**src/rtl/uart_pkg.sv**
```systemverilog
// Shared types and frame constants for the uart_comm transceiver.
// Optional even parity is selected with the UART_PARITY_EN macro.
package uart_pkg;

   typedef enum logic [2:0] {
      IDLE,
      START,
      DATA,
      STOP,
      DONE
   } uart_state_e;

   localparam int DATA_BITS = 8;

`ifdef UART_PARITY_EN
   localparam int FRAME_BITS = 11;
`else
   localparam int FRAME_BITS = 10;
`endif

   // Bits between start and stop: the data byte, plus parity when enabled.
   localparam int PAYLOAD_BITS = FRAME_BITS - 2;

   function automatic logic even_parity(input logic [DATA_BITS-1:0] d);
      return ^d;
   endfunction

endpackage

```
**src/rtl/uart_rx.sv**
```systemverilog
// UART receiver: 2-flop synchroniser, mid-bit sampling FSM, byte output register.
// UART_PARITY_EN adds an even-parity check on the received frame.
//
// state | meaning
// IDLE  | line idle; waits for low (or for high again after a bad frame)
// START | half-bit wait, then re-check start bit to reject glitches
// DATA  | sample each payload bit at its centre, LSB first
// STOP  | sample stop bit; good frame -> DONE, bad frame -> IDLE guard
// DONE  | one-cycle rx_done_flag pulse
module uart_rx
   import uart_pkg::*;
#(
   parameter int CLKS_PER_BIT = 868
) (
   input  logic       clk_in,
   input  logic       rst_n_in,
   input  logic       rx_in,
   output logic [7:0] rx_data_out,
   output logic       rx_done_flag
);

   localparam int TW = $clog2(CLKS_PER_BIT);
   localparam logic [TW-1:0] BIT_LAST  = TW'(CLKS_PER_BIT - 1);
   localparam logic [TW-1:0] HALF_LAST = TW'(CLKS_PER_BIT / 2 - 1);
   localparam logic [3:0]    BITS_LAST = 4'(PAYLOAD_BITS - 1);

   uart_state_e             state, state_nxt;
   logic                    rx_meta, rx_sync;
   logic [TW-1:0]           tmr;
   logic [3:0]              bits;
   logic [PAYLOAD_BITS-1:0] shreg;
   logic                    guard;
   logic                    tmr_tc;
   logic                    frame_ok;

   assign tmr_tc = (tmr == '0);

`ifdef UART_PARITY_EN
   assign frame_ok = rx_sync && !(^shreg);
`else
   assign frame_ok = rx_sync;
`endif

   always_ff @(posedge clk_in) begin
      if (!rst_n_in) begin
         state       <= IDLE;
         rx_meta     <= 1'b1;
         rx_sync     <= 1'b1;
         tmr         <= TW'(1);
         bits        <= 4'd1;
         shreg       <= '0;
         guard       <= 1'b0;
         rx_data_out <= '0;
      end else begin
         state   <= state_nxt;
         rx_meta <= rx_in;
         rx_sync <= rx_meta;

         // IDLE preloads a half bit so START lands on the start-bit centre.
         if (state == IDLE)
            tmr <= HALF_LAST;
         else if (tmr_tc)
            tmr <= BIT_LAST;
         else
            tmr <= tmr - 1'b1;

         if (state == START)
            bits <= BITS_LAST;
         else if (state == DATA && tmr_tc)
            bits <= bits - 4'd1;

         if (state == DATA && tmr_tc)
            shreg <= {rx_sync, shreg[PAYLOAD_BITS-1:1]};

         if (state == STOP && tmr_tc) begin
            if (frame_ok)
               rx_data_out <= shreg[DATA_BITS-1:0];
            else
               guard <= 1'b1;
         end else if (state == IDLE && rx_sync) begin
            guard <= 1'b0;
         end
      end
   end

   always_comb begin
      state_nxt    = state;
      rx_done_flag = 1'b0;
      case (state)
         IDLE:  if (!guard && !rx_sync) state_nxt = START;
         START: if (tmr_tc) state_nxt = rx_sync ? IDLE : DATA;
         DATA:  if (tmr_tc && bits == 4'd0) state_nxt = STOP;
         STOP:  if (tmr_tc) state_nxt = frame_ok ? DONE : IDLE;
         DONE: begin
            rx_done_flag = 1'b1;
            state_nxt    = IDLE;
         end
         default: state_nxt = IDLE;
      endcase
   end

endmodule

```
**src/rtl/uart_comm.sv**
```systemverilog
// Full-duplex UART transceiver top: inline TX FSM plus the uart_rx receiver.
// UART_PARITY_EN inserts an even-parity bit after data bit 7.
//
// state | meaning
// IDLE  | tx_out high; latch byte and start on tx_start
// START | start bit (low) for one bit time
// DATA  | payload bits LSB first, one bit time each
// STOP  | stop bit (high) for one bit time
// DONE  | one-cycle tx_done_flag pulse, line high
module uart_comm
   import uart_pkg::*;
#(
   parameter int CLKS_PER_BIT = 868
) (
   input  logic       clk_in,
   input  logic       rst_n_in,
   input  logic       tx_start,
   input  logic [7:0] tx_data_in,
   output logic       tx_out,
   input  logic       rx_in,
   output logic [7:0] rx_data_out,
   output logic       rx_done_flag,
   output logic       tx_done_flag
);

   localparam int TW = $clog2(CLKS_PER_BIT);
   localparam logic [TW-1:0] BIT_LAST  = TW'(CLKS_PER_BIT - 1);
   localparam logic [3:0]    BITS_LAST = 4'(PAYLOAD_BITS - 1);

   uart_state_e             tx_state, tx_state_nxt;
   logic [TW-1:0]           tx_tmr;
   logic [3:0]              tx_bits;
   logic [PAYLOAD_BITS-1:0] tx_shreg;
   logic [PAYLOAD_BITS-1:0] tx_load;
   logic                    tx_tc;

   assign tx_tc = (tx_tmr == '0);

`ifdef UART_PARITY_EN
   assign tx_load = {even_parity(tx_data_in), tx_data_in};
`else
   assign tx_load = tx_data_in;
`endif

   always_ff @(posedge clk_in) begin
      if (!rst_n_in) begin
         tx_state <= IDLE;
         tx_tmr   <= TW'(1);
         tx_bits  <= 4'd1;
         tx_shreg <= '0;
      end else begin
         tx_state <= tx_state_nxt;

         if (tx_state == IDLE || tx_tc)
            tx_tmr <= BIT_LAST;
         else
            tx_tmr <= tx_tmr - 1'b1;

         if (tx_state == START)
            tx_bits <= BITS_LAST;
         else if (tx_state == DATA && tx_tc)
            tx_bits <= tx_bits - 4'd1;

         if (tx_state == IDLE && tx_start)
            tx_shreg <= tx_load;
         else if (tx_state == DATA && tx_tc)
            tx_shreg <= tx_shreg >> 1;
      end
   end

   always_comb begin
      tx_state_nxt = tx_state;
      tx_out       = 1'b1;
      tx_done_flag = 1'b0;
      case (tx_state)
         IDLE:  if (tx_start) tx_state_nxt = START;
         START: begin
            tx_out = 1'b0;
            if (tx_tc) tx_state_nxt = DATA;
         end
         DATA: begin
            tx_out = tx_shreg[0];
            if (tx_tc && tx_bits == 4'd0) tx_state_nxt = STOP;
         end
         STOP:  if (tx_tc) tx_state_nxt = DONE;
         DONE: begin
            tx_done_flag = 1'b1;
            tx_state_nxt = IDLE;
         end
         default: tx_state_nxt = IDLE;
      endcase
   end

   uart_rx #(
      .CLKS_PER_BIT(CLKS_PER_BIT)
   ) u_rx (
      .clk_in      (clk_in),
      .rst_n_in    (rst_n_in),
      .rx_in       (rx_in),
      .rx_data_out (rx_data_out),
      .rx_done_flag(rx_done_flag)
   );

endmodule

```
**config.mk**
```make
export PLATFORM = sky130hd
export DESIGN_NAME = uart_comm
export DESIGN_NICKNAME = d
export VERILOG_FILES = /design/src/rtl/uart_pkg.sv /design/src/rtl/uart_rx.sv /design/src/rtl/uart_comm.sv
export SDC_FILE = /design/constraint.sdc
export NUM_CORES = 1
export LEC_CHECK = 0
export CORE_MARGIN = 2
export CORE_UTILIZATION = 35
export DETAILED_ROUTE_END_ITERATION = 8
export SETUP_SLACK_MARGIN = 0.02
export SLEW_MARGIN = 20
export SYNTH_ARGS = -nofsm -noshare
export SYNTH_HDL_FRONTEND = slang
export SYNTH_SLANG_ARGS = --single-unit
export TNS_END_PERCENT = 5
```
**constraint.sdc**
```tcl
create_clock -name clk_in -period 2 [get_ports clk_in]
set_clock_uncertainty 0.2 [all_clocks]
set_input_delay 0.5 -clock clk_in [delete_from_list [all_inputs] [get_ports clk_in]]
set_output_delay 0.5 -clock clk_in [all_outputs]
set_load 0.01 [all_outputs]
```
==> out/qor.txt, run 1 <==
status = finished, final reports clean
clk buf depth = 2
Placement Setup Slack = -41.3 ps
antenna viol nets, final = 0
maximum clock frequency = 518 MHz
hold slack = 212 ps
final-report max-slew violation count = 0
Area growth syn-to-layout = 25.0%
number of remaining DRC errors = 0
total CTS buffers = 9
IO buf count = 22
clk_lat worst skew = 330 ps
worst-margin pin slew = 411 ps
ys async rst share = 0
Post-Place Cell Area = 3110 um2
FF+latch count, synth = 61
TritonCTS Sinks = 61
I/O Pins = 23
Top FF cell, synth = dfxtp_1
Initial Util = 0.362
Post-CTS Setup Inserts = 0
final setup fails = 0
Die Wd = 90.6 um
Cell Area, Synth = 2630 um2
Vias = 2167
Mapped Nets = 313
top cells by count, synth = dfxtp_1, nand2_1, a21oi_1, nor2_1, xnor2_1
DR pass1 iterations = 4
post-synthesis sequential area ratio = 0.465
count of cell types in the netlist = 42
Wirelength per Cell = 11.5 um
most frequent cell after synthesis = dfxtp_1
RSZ-0062 raised after global routing = true
Non-Filler Instances = 444
DIE AREA = 8210 um2
aggregate global-route resource usage = 0.136
Final WS setup = 69.2 ps
total of max-cap violations = 0
top cells by area, synth = dfxtp_1, a21oi_1, xnor2_1
Mapped Cells = 297
# hold bufs at CTS = 0
Syn. warnings = 0
Critical Path Fanout Max = 2
DP Wirelength = 3620 um
Nets = 358
Die Ht = 90.6 um
antenna cells = 0
Avg Cell Area, Syn = 8.84 um2
vias in the first global route = 2046
Worst Setup Start Kind = flip-flop
total power density per cell area = 720 nW/um2
CTS tree = built
vias per inst = 4.88
initial antenna violation count = 0
Min-Delay Path Class = flip-flop to flip-flop
H-tree depth = 3
Crit Path Class = flip-flop to output pin
Crit. End Element = output pin
largest net degree at the start of global routing = 20
Slew HR = 0.726
Max VDD drop = 0.399 mV
placed cell count = 430
Clock Tree Root = clkbuf_8
CORE AREA = 7250 um2
Starting DRT DRC Count = 80
first-pass GRT wire length = 9140 um
required time of the critical path = 1300 ps
Final Cycle Share = 0.965
share of cells above drive strength 1 = 0.151
Reg clk slew, reported paths = 60 ps
arrival time of the worst setup path = 1230 ps
TNS Setup = 0 ps
Fin. Hold Viols = 0
min Tclk post-route = 1930 ps
Routed WL = 5130 um
Fillers = 729
cell taking the most area after synthesis = dfxtp_1
GRT overflow = 0
row count = 31
EDFF count, synth = 0
Leakage = 1.24 nW
area share of the leading cell type in the synthesized netlist = 0.465
Final Wtd Congestion = 0.856
cell area after layout = 3280 um2
[layer usage]
| metal | track usage | vias to the layer above | share of wire |
|---|---|---|---|
| met5 | 0 | - | 0 |
| met4 | 0.0641 | 0 | 0.013 |
| met3 | 0.0509 | 7 | 0.038 |
| met2 | 0.211 | 30 | 0.46 |
| met1 | 0.166 | 980 | 0.48 |
| li1 | - | 1150 | - |
[cell usage in the layout, fill, tap and decap left out, drive strengths merged, types with 7 or more instances in the layout]
master / count
dfxtp: 61
nand2: 32
a21oi: 27
buf: 27
o21ai: 20
clkdlybuf4s50: 19
nor2: 15
xnor2: 15
nand3: 14
inv: 13
clkbuf: 12
nor3: 11
or3: 9
mux2i: 9
nor3b: 7
[timing repair]
action	CTS	global route
endpoints found under the hold margin	0	0
setup endpoints to repair	4	17
gates resized for setup	8	10
pin swaps	0	2
[power by group]
group | switching [mW] | internal (mW)
registers | 0.0370 | 1.26
logic | 0.103 | 0.111
clock network | 0.424 | 0.429
total | 0.564 | 1.80
[critical path: stages, from the launching register on]
cell and delay (ps):
dfxtp_2 330, inv_2 40, nor3_2 140, a21oi_1 50, or2_4 220, buf_6 120
[metrics by stage]
step / total power [mW] / utilization
detailed placement: 1.53 / 0.428
global route: 2.49 / 0.452
global placement: 1.53 / 0.428
floorplan: 1.45 / -
CTS: 2.40 / 0.450
finish: 2.36 / 0.452
[cell families (layout without fill, tap and decap cells)]
logic type      count (synthesis)  in the layout  synth area share
flops                          61             61             0.465
buf+inv                        27             75            0.0424
compound gates                 66             66             0.153
fa+ha+maj                       4              4            0.0191
mux                            10             10            0.0386
xor+xnor                       15             15            0.0500
simple gates                  114            114             0.232
[registers in the layout (all words and copies together), names as in the netlist, 3 cells and up]
signal and flops:
tx_shreg 8, u_rx.shreg 8, tx_bits 4, tx_tmr 10, u_rx.state 3, tx_state 3
u_rx.tmr 10, u_rx.bits 4, u_rx.rx_data_out 8
[final cells by class]
type,count,area [um2],area share
sequential,61,1220,0.373
multi-input combinational,209,1330,0.404
clock inverter,3,15.0,0.00458
clock buffer,11,131,0.0400
inverter,13,48.8,0.0149
timing repair buffer,48,414,0.126
tap,99,124,0.0378
[worst paths after layout]
| kind | depth (start not counted) | end | startpoint | slack (ps) |
|---|---|---|---|---|
| worst max register to register | 6 | u_rx.bits[1] | u_rx.tmr[0] | 120 |
| worst max-delay path | 5 | tx_out | tx_state[1] | 70 |
| worst min register to register | 1 | u_rx.frame_ok | u_rx.rx_meta | 210 |
| worst min-delay path | 1 | u_rx.frame_ok | u_rx.rx_meta | 210 |
Note: power is estimated with default switching activity, not from simulation.
==> run 2: changes to the inputs <==
Settings changed: CTS_BUF_LIST set to sky130_fd_sc_hd__clkbuf_4.
==> run 2 against run 1 <==
  * Core utilization shrank 0.72 points
  * Count of clock-buffer cells in the layout is the same
  * Cell count unchanged
  * Wire length down 0.23%
  * Register-to-register slack about the same
  * Critical path type unchanged
  * Largest cell class unchanged
  * Largest power group unchanged
==> out/qor.txt, run 2 (same netlist as run 1, synthesis figures left out) <==
total of max-cap violations = 0 (unchanged)
Max VDD drop = 0.444 mV (was 0.399 mV)
TNS Setup = 0 ps (unchanged)
Slew HR = 0.725 (was 0.726)
Nets = 358 (unchanged)
Worst Hold Launch = u_rx.rx_meta (unchanged)
Starting DRT DRC Count = 78 (was 80)
Die Ht = 90.6 um (unchanged)
Sequential Power Share = 0.596 (was 0.548)
Wirelength per Cell = 11.5 um (about the same)
R2R Path End = u_rx.bits[1] (unchanged)
clk_lat worst skew = 380 ps (was 330 ps)
min Tclk post-route = 2000 ps (was 1930 ps)
commonest non-fill, non-tap cell in the layout = dfxtp_1 (unchanged)
vias in the first global route = 2046 (unchanged)
H-tree depth = 3 (unchanged)
first-pass GRT wire length = 9060 um (was 9140 um)
GRT overflow = 0 (unchanged)
largest net degree at the start of global routing = 20 (unchanged)
Die Wd = 90.6 um (unchanged)
final-report max-slew violation count = 0 (unchanged)
I/O Pins = 23 (unchanged)
Critical Path Fanout Max = 2 (unchanged)
switching power = 0.538 mW (was 0.564 mW)
Crit-path slowest cell = dfxtp_2 (unchanged)
clk buf depth = 2 (unchanged)
Fillers = 742 (was 729)
Final Cycle Share = 0.999 (was 0.965)
aggregate global-route resource usage = 0.134 (was 0.136)
worst setup path startpoint = tx_state[1] (unchanged)
Worst path max stage delay = 350 ps (was 330 ps)
clock share of power = 0.306 (was 0.361)
most used routing layer = met2 (unchanged)
Sw Ratio = 0.248 (was 0.239)
status = finished, final reports clean (unchanged)
Min-Delay Path Class = flip-flop to flip-flop (unchanged)
# hold bufs at CTS = 0 (unchanged)
Area growth syn-to-layout = 23.0% (was 25.0%)
arrival time of the worst setup path = 1300 ps (was 1230 ps)
Vias = 2173 (was 2167)
RSZ-0062 raised after global routing = true (unchanged)
Leakage = 1.26 nW (was 1.24 nW)
row count = 31 (unchanged)
antenna viol nets, final = 0 (unchanged)
DP Wirelength = 3620 um (unchanged)
total power density per cell area = 672 nW/um2 (was 720 nW/um2)
Final WS setup = 2.87 ps (was 69.2 ps)
Largest regs = tx_tmr (10), u_rx.tmr (10) (unchanged)
initial antenna violation count = 0 (unchanged)
Reg clk slew, reported paths = 100 ps (was 60 ps)
Final Wtd Congestion = 0.856 (unchanged)
number of remaining DRC errors = 0 (unchanged)
cell area after layout = 3230 um2 (was 3280 um2)
Initial Util = 0.362 (unchanged)
GR met2 Demand/Resource = 0.213 (was 0.211)
Post-Place Cell Area = 3110 um2 (unchanged)
met3 usage = 0.0534 (was 0.0509)
CTS tree = built (unchanged)
TritonCTS Sinks = 61 (unchanged)
required time of the critical path = 1300 ps (about the same)
share of cells above drive strength 1 = 0.168 (was 0.151)
hold slack = 222 ps (was 212 ps)
worst-margin pin slew = 411 ps (about the same)
most frequent cells in the layout = dfxtp_1, nand2_1, a21oi_1, buf_4 (was dfxtp_1, nand2_1, a21oi_1, buf_4, clkdlybuf4s50_1)
antenna cells = 0 (unchanged)
Combinational Power Share = 0.099 (was 0.090)
vias per inst = 4.89 (was 4.88)
Worst Setup Start Kind = flip-flop (unchanged)
Post-CTS Setup Inserts = 0 (unchanged)
final setup fails = 0 (unchanged)
CP Cell Sequence = inv_2 > nor3_2 > a21oi_1 > or2_4 > buf_6 (unchanged)
Crit Path Class = flip-flop to output pin (unchanged)
Crit. End Element = output pin (unchanged)
Placement Setup Slack = -41.3 ps (unchanged)
DR pass1 iterations = 4 (unchanged)
total CTS buffers = 9 (unchanged)
DIE AREA = 8210 um2 (unchanged)
Clock Tree Root = clkbuf_4 (was clkbuf_8)
Routed WL = 5120 um (was 5130 um)
CORE AREA = 7250 um2 (unchanged)
Reg2Reg Depth = 6 (unchanged)
met1 usage = 0.164 (was 0.166)
maximum clock frequency = 501 MHz (was 518 MHz)
R2R Setup Slk = 130 ps (was 120 ps)
IO buf count = 22 (unchanged)
Fin. Hold Viols = 0 (unchanged)
Reg2Reg Launch Point = u_rx.tmr[0] (unchanged)
Pint = 1.63 mW (was 1.80 mW)
end point of the critical path = tx_out (unchanged)
run 2: cell types whose count changed in the layout (fill, tap and decap cells not counted), sizes merged:
cell           change
clkdlybuf4s50      -8
dlygate4sd2        +7
buf                +1
run 2: routing by layer:
layer,wire length (um),part of all wire
met2,2350,0.46
met1,2460,0.48
met5,0,0
met4,91,0.018
met3,212,0.041
run 2: what timing repair did:
action | CTS | global route
pin swaps | 0 | 2
gates resized for setup | 20 | 13
endpoints found under the setup margin | 12 | 21
run 2: power groups by stage:
stage | clock, mW | sequential [mW] | combinational, mW
after global placement | 0 | 1.32 | 0.207
after floorplan | 0 | 1.31 | 0.134
after CTS | 0.697 | 1.29 | 0.212
after detailed placement | 0 | 1.32 | 0.212
final | 0.663 | 1.29 | 0.214
after global routing | 0.740 | 1.30 | 0.242
run 2: cell type report:
type,count,area (um2),share of cell area
Inverter,13,48.8,0.0151
Sequential cell,61,1220,0.379
Multi-Input combinational cell,209,1340,0.414
Tap cell,99,124,0.0384
Clock inverter,3,15.0,0.00465
Timing Repair Buffer,48,400,0.124
Clock buffer,11,82.6,0.0256
run 2: worst max-delay path: cells and delay by family (launching register included):
family | cells | cell delay [ps]
simple gates | 2 | 370
buf+inv | 2 | 160
compound gates | 1 | 50
flops | 1 | 350
run 2: worst min path at each step:
stage,to,slack [ps],cells past startpoint
finish,u_rx.frame_ok,220,1
global route,u_rx.frame_ok,270,1
CTS,u_rx.frame_ok,220,1
detailed placement,u_rx.frame_ok,200,1
global placement,u_rx.frame_ok,200,1
floorplan,u_rx.frame_ok,190,1
run 2: through the flow:
step / power, mW / utilization / std cells
floorplan: 1.45 / - / 297
global placement: 1.53 / 0.428 / 430
CTS: 2.20 / 0.440 / 444
finish: 2.17 / 0.445 / 444
global route: 2.28 / 0.445 / 444
detailed placement: 1.53 / 0.428 / 430
